`src/rtl/unsigned_mul_8x8_ha_array_reduce_pipe_if.sv`:
```
// rtl/unsigned_mul_8x8_ha_array_reduce_pipe_if.sv - row-pair input and product output handshake bundle
// master drives the row pairs and out_ready; slave is the reduction pipe.
interface unsigned_mul_8x8_ha_array_reduce_pipe_if #(
  parameter int TW = 9,
  parameter int BW = 7,
  parameter int PW = 16
);
  logic          in_valid;
  logic          in_ready;
  logic [TW-1:0] ha_array_0_t;
  logic [TW-1:0] ha_array_1_t;
  logic [TW-1:0] ha_array_2_t;
  logic [TW-1:0] ha_array_3_t;
  logic [BW-1:0] ha_array_0_b;
  logic [BW-1:0] ha_array_1_b;
  logic [BW-1:0] ha_array_2_b;
  logic [BW-1:0] ha_array_3_b;
  logic          out_valid;
  logic          out_ready;
  logic [PW-1:0] p;
  logic          p_ovf;

  modport master (
    output in_valid, ha_array_0_t, ha_array_1_t, ha_array_2_t, ha_array_3_t,
           ha_array_0_b, ha_array_1_b, ha_array_2_b, ha_array_3_b, out_ready,
    input  in_ready, out_valid, p, p_ovf
  );

  modport slave (
    input  in_valid, ha_array_0_t, ha_array_1_t, ha_array_2_t, ha_array_3_t,
           ha_array_0_b, ha_array_1_b, ha_array_2_b, ha_array_3_b, out_ready,
    output in_ready, out_valid, p, p_ovf
  );
endinterface

```
`src/rtl/unsigned_mul_8x8_ha_array_reduce_pipe.sv`:
```
// rtl/unsigned_mul_8x8_ha_array_reduce_pipe.sv - two-stage reduction of four HA row pairs to a 16-bit product
// Define MUL_REDUCE_SAT_EN for a saturating product; default wraps to 16 bits.
module unsigned_mul_8x8_ha_array_reduce_pipe (
  input  logic clk,
  input  logic rst_n,
  unsigned_mul_8x8_ha_array_reduce_pipe_if.slave bus
);
  localparam int B_OFFSET  = 2;
  localparam int ROW_SHIFT = 2;
  localparam int PW        = 16;
  localparam int RW        = 10;
  localparam int SW        = 13;
  localparam int XW        = PW + 1;

  logic [RW-1:0] r0, r1, r2, r3;
  logic [SW-1:0] s01_d, s23_d;
  logic [SW-1:0] s01_q, s23_q;
  logic [XW-1:0] sum;
  logic [PW-1:0] p_d;
  logic          v1, v2;
  logic          en1, en2;

  // Each row pair: b sits B_OFFSET bits above t.
  assign r0 = RW'(bus.ha_array_0_t) + (RW'(bus.ha_array_0_b) << B_OFFSET);
  assign r1 = RW'(bus.ha_array_1_t) + (RW'(bus.ha_array_1_b) << B_OFFSET);
  assign r2 = RW'(bus.ha_array_2_t) + (RW'(bus.ha_array_2_b) << B_OFFSET);
  assign r3 = RW'(bus.ha_array_3_t) + (RW'(bus.ha_array_3_b) << B_OFFSET);

  assign s01_d = SW'(r0) + (SW'(r1) << ROW_SHIFT);
  assign s23_d = SW'(r2) + (SW'(r3) << ROW_SHIFT);
  assign sum   = XW'(s01_q) + (XW'(s23_q) << (2 * ROW_SHIFT));

  always_comb begin
    p_d = sum[PW-1:0];
`ifdef MUL_REDUCE_SAT_EN
    if (sum[PW]) p_d = '1;
`endif
  end

  // A stage may load when it is empty or its successor is loading this cycle.
  assign en2          = !v2 || bus.out_ready;
  assign en1          = !v1 || en2;
  assign bus.in_ready = en1;
  assign bus.out_valid = v2;

  always_ff @(posedge clk or negedge rst_n) begin
    if (!rst_n) begin
      v1        <= 1'b0;
      v2        <= 1'b0;
      s01_q     <= '0;
      s23_q     <= '0;
      bus.p     <= '0;
      bus.p_ovf <= 1'b0;
    end else begin
      if (en1) begin
        v1 <= bus.in_valid;
        if (bus.in_valid) begin
          s01_q <= s01_d;
          s23_q <= s23_d;
        end
      end
      if (en2) begin
        v2 <= v1;
        if (v1) begin
          bus.p     <= p_d;
          bus.p_ovf <= sum[PW];
        end
      end
    end
  end
endmodule
```
`src/flat_wrapper.sv`:
```
// flat-port wrapper written by rule: the top's interface ports become plain ports
module unsigned_mul_8x8_ha_array_reduce_pipe_flat 
  (clk, rst_n, bus_in_valid, bus_ha_array_0_t, bus_ha_array_1_t, bus_ha_array_2_t, bus_ha_array_3_t, bus_ha_array_0_b, bus_ha_array_1_b, bus_ha_array_2_b, bus_ha_array_3_b, bus_out_ready, bus_in_ready, bus_out_valid, bus_p, bus_p_ovf);
  unsigned_mul_8x8_ha_array_reduce_pipe_if bus_i ();
  input  logic clk;
  input  logic rst_n;
  input wire logic [$bits(bus_i.in_valid)-1:0] bus_in_valid;
  input wire logic [$bits(bus_i.ha_array_0_t)-1:0] bus_ha_array_0_t;
  input wire logic [$bits(bus_i.ha_array_1_t)-1:0] bus_ha_array_1_t;
  input wire logic [$bits(bus_i.ha_array_2_t)-1:0] bus_ha_array_2_t;
  input wire logic [$bits(bus_i.ha_array_3_t)-1:0] bus_ha_array_3_t;
  input wire logic [$bits(bus_i.ha_array_0_b)-1:0] bus_ha_array_0_b;
  input wire logic [$bits(bus_i.ha_array_1_b)-1:0] bus_ha_array_1_b;
  input wire logic [$bits(bus_i.ha_array_2_b)-1:0] bus_ha_array_2_b;
  input wire logic [$bits(bus_i.ha_array_3_b)-1:0] bus_ha_array_3_b;
  input wire logic [$bits(bus_i.out_ready)-1:0] bus_out_ready;
  output wire logic [$bits(bus_i.in_ready)-1:0] bus_in_ready;
  output wire logic [$bits(bus_i.out_valid)-1:0] bus_out_valid;
  output wire logic [$bits(bus_i.p)-1:0] bus_p;
  output wire logic [$bits(bus_i.p_ovf)-1:0] bus_p_ovf;
  assign bus_i.in_valid = bus_in_valid;
  assign bus_i.ha_array_0_t = bus_ha_array_0_t;
  assign bus_i.ha_array_1_t = bus_ha_array_1_t;
  assign bus_i.ha_array_2_t = bus_ha_array_2_t;
  assign bus_i.ha_array_3_t = bus_ha_array_3_t;
  assign bus_i.ha_array_0_b = bus_ha_array_0_b;
  assign bus_i.ha_array_1_b = bus_ha_array_1_b;
  assign bus_i.ha_array_2_b = bus_ha_array_2_b;
  assign bus_i.ha_array_3_b = bus_ha_array_3_b;
  assign bus_i.out_ready = bus_out_ready;
  assign bus_in_ready = bus_i.in_ready;
  assign bus_out_valid = bus_i.out_valid;
  assign bus_p = bus_i.p;
  assign bus_p_ovf = bus_i.p_ovf;
  unsigned_mul_8x8_ha_array_reduce_pipe u_core (.clk(clk), .rst_n(rst_n), .bus(bus_i));
endmodule
```
`config.mk`:
```
export PLATFORM = sky130hd
export DESIGN_NAME = unsigned_mul_8x8_ha_array_reduce_pipe_flat
export DESIGN_NICKNAME = d
export VERILOG_FILES = /design/src/rtl/unsigned_mul_8x8_ha_array_reduce_pipe_if.sv /design/src/rtl/unsigned_mul_8x8_ha_array_reduce_pipe.sv /design/src/flat_wrapper.sv
export SDC_FILE = /design/constraint.sdc
export NUM_CORES = 1
export LEC_CHECK = 0
export ABC_AREA = 1
export CAP_MARGIN = 40
export CORE_ASPECT_RATIO = 0.75
export CORE_UTILIZATION = 45
export CTS_BUF_LIST = sky130_fd_sc_hd__clkbuf_4 sky130_fd_sc_hd__clkbuf_8 sky130_fd_sc_hd__clkbuf_16
export CTS_CLUSTER_SIZE = 12
export DETAILED_ROUTE_END_ITERATION = 10
export DONT_BUFFER_PORTS = 1
export GPL_TIMING_DRIVEN = 0
export PLACE_DENSITY = 0.71
export SETUP_SLACK_MARGIN = 0.15
export SYNTH_ARGS = -nofsm -noshare
export SYNTH_HDL_FRONTEND = slang
export SYNTH_SLANG_ARGS = --single-unit
```
`constraint.sdc`:
```
create_clock -name clk -period 1.7 [get_ports clk]
set_input_delay 0.425 -clock clk [delete_from_list [all_inputs] [get_ports clk]]
set_output_delay 0.425 -clock clk [all_outputs]
set_load 0.005 [all_outputs]
```
### After elaboration in Yosys (flattened, before gate mapping)

Index checks and enable logic that the tools add are counted.

| storage, ports and cells | value |
|---|---|
| register bits after elaboration | 45 |
| output and inout bits | 19 |
| word-level logic and storage cells | 19 |

| operators by class | value |
|---|---|
| $add $sub $neg | 7 |
| reductions and logical operators | 6 |

Operator list:

| kind | count |
|---|---|
| $add A9 B9 Y10 | 4 |
| $add A10 B12 Y13 | 2 |
| $add A13 B17 Y17 | 1 |
| $reduce_and A2 Y1 | 2 |
| $logic_not A1 Y1 | 2 |
| $logic_or A1 B1 Y1 | 2 |

### Logic depth before layout (Yosys ltp)

Gate-level depths: netlist (run 1).

| logic depth | value |
|---|---|
| depth after elaboration | 4 |
| depth in mapped cells | 18 |
| gate-level depth less buffers | 18 |

### Least setup slack after synthesis (run 1)

No wires, ideal clock.

| timing path | value |
|---|---|
| path kind | input -> register |
| start | input port bus_ha_array_1_b[0] |
| end | register u_core.s01_q[11] |
| setup time | 117 ps |
| data arrival time | 2725 ps |
| setup slack | -1143 ps |
| cell stages on the path | 14 |
| cells stage by stage | ha_1 > fa_1 > a21oi_1 > xnor2_1 > fa_1 > ha_1 > a21oi_1 > nand3_2 > nand2_1 > nand2_1 > nand2_1 > nand2_1 > nand3_1 > nand2_1 |

| between the ends | value |
|---|---|
| cells in the longest elaborated chain, start to end | 2 |

RTL lines:

| element | line | RTL |
|---|---|---|
| start, declared | flat_wrapper.sv:13 | `input wire logic [$bits(bus_i.ha_array_1_b)-1:0] bus_ha_array_1_b;` |
| $add A9 B9 Y10 | unsigned_mul_8x8_ha_array_reduce_pipe.sv:25 | `assign r1 = RW'(bus.ha_array_1_t) + (RW'(bus.ha_array_1_b) << B_OFFSET);` |
| $add A10 B12 Y13 | unsigned_mul_8x8_ha_array_reduce_pipe.sv:29 | `assign s01_d = SW'(r0) + (SW'(r1) << ROW_SHIFT);` |
| end signal, assigned | unsigned_mul_8x8_ha_array_reduce_pipe.sv:50 | `s01_q <= '0;` |
| end signal, assigned | unsigned_mul_8x8_ha_array_reduce_pipe.sv:58 | `s01_q <= s01_d;` |
| end, declared | unsigned_mul_8x8_ha_array_reduce_pipe.sv:17 | `logic [SW-1:0] s01_q, s23_q;` |

No other way between the ends.
A chain may end at the register's enable or synchronous reset.

### Worst setup path in the final report (run 1)

| timing path | value |
|---|---|
| start | input port bus_ha_array_1_t[2] |
| end | register u_core.s01_q[11] |

| between the ends | value |
|---|---|
| cells in the longest elaborated chain, start to end | 2 |

RTL lines:

| element | line | RTL |
|---|---|---|
| start, declared | flat_wrapper.sv:9 | `input wire logic [$bits(bus_i.ha_array_1_t)-1:0] bus_ha_array_1_t;` |
| $add A9 B9 Y10 | unsigned_mul_8x8_ha_array_reduce_pipe.sv:25 |  |
| $add A10 B12 Y13 | unsigned_mul_8x8_ha_array_reduce_pipe.sv:29 |  |

No other way between the ends.

==> results_dict.tcl, run 1 <==
set metrics [dict create \
    netlist-cell-type-count 28 \
    die_width_um 106.3 \
    worstHoldPathType "input pin to flip-flop" \
    mean_routed_wirelength_per_cell_um 14.79 \
    final.fill_count 639 \
    insertion_delay_ps 300 \
    final_layout_size_suffix_gt1_share_pct 35.26 \
    worst-path-max-fanout 3 \
    area_used_by_multi_input_combinational_logic_um2 3054 \
    wirelength_routed_mm 9.232 \
    grt_max_degree 46 \
    drc 2 \
    via_count_of_the_first_global_routing_pass 3047 \
    fmax_ghz 0.3978 \
    netlist_instances 474 \
    met1_length_mm 4.216 \
    clock_sink_count 45 \
    synth.net_count 598 \
    synth_compound_gate_area_share_pct 8.784 \
    numPortBuffers 0 \
    drt-vias-per-instance 5.176 \
    layout.area.seq_um2 1126 \
    slew_violations 0 \
    nets 643 \
    clock_pin_transition_on_the_worst_setup_and_hold_timing_paths_ps 80 \
    rsz_0062_raised_after_global_routing "true" \
    period_needed_ps 2514 \
    cp-end-kind "flip-flop" \
    dominant_combinational_cell_family_by_area_after_synthesis "simple AND/OR/NAND/NOR gates" \
    ioPinCount 87 \
    synth_sequential_area_ratio_pct 30.64 \
    vias 3230 \
    synth.mux.area_fraction_pct 0 \
    cap_viol_max_count 0 \
    path_cells "ha_4 > fa_2 > buf_4 > xnor2_2 > fa_1 > inv_1 > ha_4 > nand2_1 > nor2_1 > nand2_1 > nand3_2 > nand2_2 > nand2_2 > nand2_1 > nand2_1 > nand3_2 > nand2_1" \
    tritoncts "yes" \
    cts_buffer_depth 2 \
    area_growth_pct 35.41 \
    route.antenna.remaining_nets 0 \
    reg2reg_to "u_core.bus.p[10]$_DFFE_PN0P_" \
    avgSynthCellArea_um2 7.753 \
    numCtsBuffers 5 \
    min_period_over_period_pct 147.9 \
    dr.first_iter.drc_count 122 \
    worst_clock_skew_ps 6.602 \
    timing_hold_violations_final 0 \
    root_buffer_master "clkbuf_8" \
    grt_util_all_layers_pct 19.97 \
    cp_data_arrival_time_ps 2750 \
    final_common_cell "nand2_1" \
    core_region_area_um2 7918 \
    peak_per_stage_delay_on_the_critical_path_ps 480 \
    timing.final.ws_setup_ps -813.8 \
    place.gp.congestion 0.8252 \
    critical_path.most_common_cell "nand2_1" \
    crit_path_start_kind "input pin" \
    fp.dieH_um 80.26 \
    ys_seq_elements 45 \
    grt_antenna_before_repair 0 \
    drt_pass1_iterations 7 \
    synth_top_area_share_pct 30.64 \
    core.rowCount 28 \
    timing.rr.start "u_core.s01_q[4]$_DFFE_PN0P_" \
    first_pass_grt_wire_length_mm 13.64 \
    critical_path_required_ps 1940 \
    yosys.area_share.adder_pct 22.95 \
    cts.htree.levels 2 \
    dr_wl_met2_mm 4.548 \
    whs_ps 236.0 \
    power_mw 7.091 \
    synth-xor-area-share_pct 4.528 \
    pre_cts_slack_ps -1162 \
    worstHoldEndpoint "u_core.s23_q[0]$_DFFE_PN0P_" \
    die_area_um2 8535 \
    violations "design-rule violations, negative setup slack" \
    hpwl_mm 6.329 \
    crit_path_top_delay_cell "fa_1" \
    top_layer "met4" \
    reg2reg_depth 10 \
    sum_of_negative_setup_slack_ps -10270 \
    timing_worst_setup_path_type "input pin to flip-flop" \
    initial_utilization_pct 46.41 \
    final_cell_mix "138 x nand2_1, 47 x inv_1, 45 x dfrtp_1, 35 x buf_4, 25 x nand2_2" \
    worst_slew_pin_slew_ps 347.2 \
    run_status "finished, violations left" \
    slew_headroom_pct 76.71 \
    synth_area_leader_cell "dfrtp_1" \
    timing.hold.worst_path_depth 2 \
    grt_overflow 0 \
    synth.area.top_cells "dfrtp_1 31%, nand2_1 17%, ha_1 13%" \
    ys.warnings.count 0 \
    synth_simple_gate_area_share_pct 26.25 \
    ir_worst_vdd_uv 745.9 \
    ff2ff_setup_slack_ps -70 \
    num_antenna_cells 0 \
    wl_met3_um 412 \
    cellLeakagePower_nw 2.400 \
    synthesis.area_um2 3675 \
    critical_hold_path_startpoint "bus_ha_array_2_t[0]" \
    power_density_nw_per_um2 1425 \
    finalSetupViolations 18 \
]
==> layer usage <==
| layer | vias up | GRT usage (%) |
|---|---|---|
| li1 | 1618 | - |
| met1 | 1518 | 26.76 |
| met2 | 87 | 33.70 |
| met3 | 7 | 3.977 |
| met4 | 0 | 3.750 |
| met5 | - | 0 |
==> cell usage after synthesis, drive strengths merged <==
cell type / number
a21oi: 26
ha: 37
o22ai: 2
o21ai: 25
xor2: 5
buf: 7
inv: 53
a31oi: 4
xnor2: 14
and2: 1
nand3: 36
o21a: 2
nor2: 16
or2: 2
nor3: 3
clkinv: 1
dfrtp: 45
fa: 19
nand4: 5
nand2: 169
a21o: 2
==> critical path, delay by kind of cell <==
family / cells / cell delay (ps)
adders and majority gates: 4 / 1270
and+or+nand+nor: 10 / 730
buffers and inverters: 2 / 220
xor gates and xnor gates: 1 / 120
==> cell families (layout without fill, tap and decap cells) <==
| logic type | Yosys count | count (layout) |
|---|---|---|
| AO/OA/AOI/OAI | 61 | 61 |
| XOR/XNOR | 19 | 19 |
| adder cells (fa/ha/maj) | 56 | 56 |
| buffers and inverters | 61 | 106 |
| flip-flops | 45 | 45 |
| AND/OR/NAND/NOR | 232 | 232 |
==> what timing repair did <==
| item | CTS | global route |
|---|---|---|
| buffers inserted | 13 | 23 |
| gates resized for setup | 44 | 78 |
| endpoints found under the setup margin | 25 | 28 |
| pin swaps | 45 | 54 |
| hold buffers | 2 | 0 |
| hold endpoints to repair | 45 | 0 |
==> power by group <==
group,internal [mW],switching [mW]
sequential,1.46,0.393
combinational,2.22,2.34
clock,0.321,0.352
total,4.01,3.08
==> cell type report <==
class,instances,area share [%]
plain buffers,7,0.9806
clock buffers,6,1.660
clock inverters,1,0.1509
inverters,54,4.073
multi-input cells,368,61.38
flip-flops and latches,45,22.63
well taps,105,2.640
repair buffers,38,6.487
==> sequential cells by signal (all words and copies together), names as in the netlist <==
| signal | count |
|---|---|
| u_core.bus.p | 16 |
| u_core.s01_q | 13 |
| u_core.s23_q | 13 |
| u_core.bus.out_valid | 1 |
| u_core.bus.p_ovf | 1 |
| u_core.v1 | 1 |
==> worst max path at each step <==
stage	startpoint	end	slack (ps)	depth (start not counted)
3_5_place_dp	bus_ha_array_3_b[0]	u_core.s23_q[11]$_DFFE_PN0P_	-1160	17
5_1_grt	bus_ha_array_1_t[2]	u_core.s01_q[11]$_DFFE_PN0P_	-920	16
6_report	bus_ha_array_1_t[2]	u_core.s01_q[11]$_DFFE_PN0P_	-810	17
2_1_floorplan	bus_ha_array_3_b[0]	u_core.s23_q[11]$_DFFE_PN0P_	-980	17
4_1_cts	bus_ha_array_1_t[2]	u_core.s01_q[11]$_DFFE_PN0P_	-760	16
3_3_place_gp	bus_ha_array_1_b[0]	u_core.s01_q[11]$_DFFE_PN0P_	-1110	15
==> stage by stage <==
step / std cells / util [%] / instance area, um2
after floorplan: 474 / - / 3885
after global placement: 579 / 50.73 / 4016
after detailed placement: 579 / 50.73 / 4016
after CTS: 601 / 56.32 / 4459
after global routing: 624 / 62.85 / 4976
final: 624 / 62.85 / 4976
Power figures use the tool's default switching activity.
==> run 2: changes to the inputs <==
--- a/config.mk
+++ b/config.mk
@@ -13,6 +13,7 @@
 export CTS_CLUSTER_SIZE = 12
 export DETAILED_ROUTE_END_ITERATION = 10
 export DONT_BUFFER_PORTS = 1
+export GPL_ROUTABILITY_DRIVEN = 0
 export GPL_TIMING_DRIVEN = 0
 export PLACE_DENSITY = 0.71
 export SETUP_SLACK_MARGIN = 0.15
==> results of run 2 <==
Same layout as run 1: the final DEF is identical, and so are final timing and power.
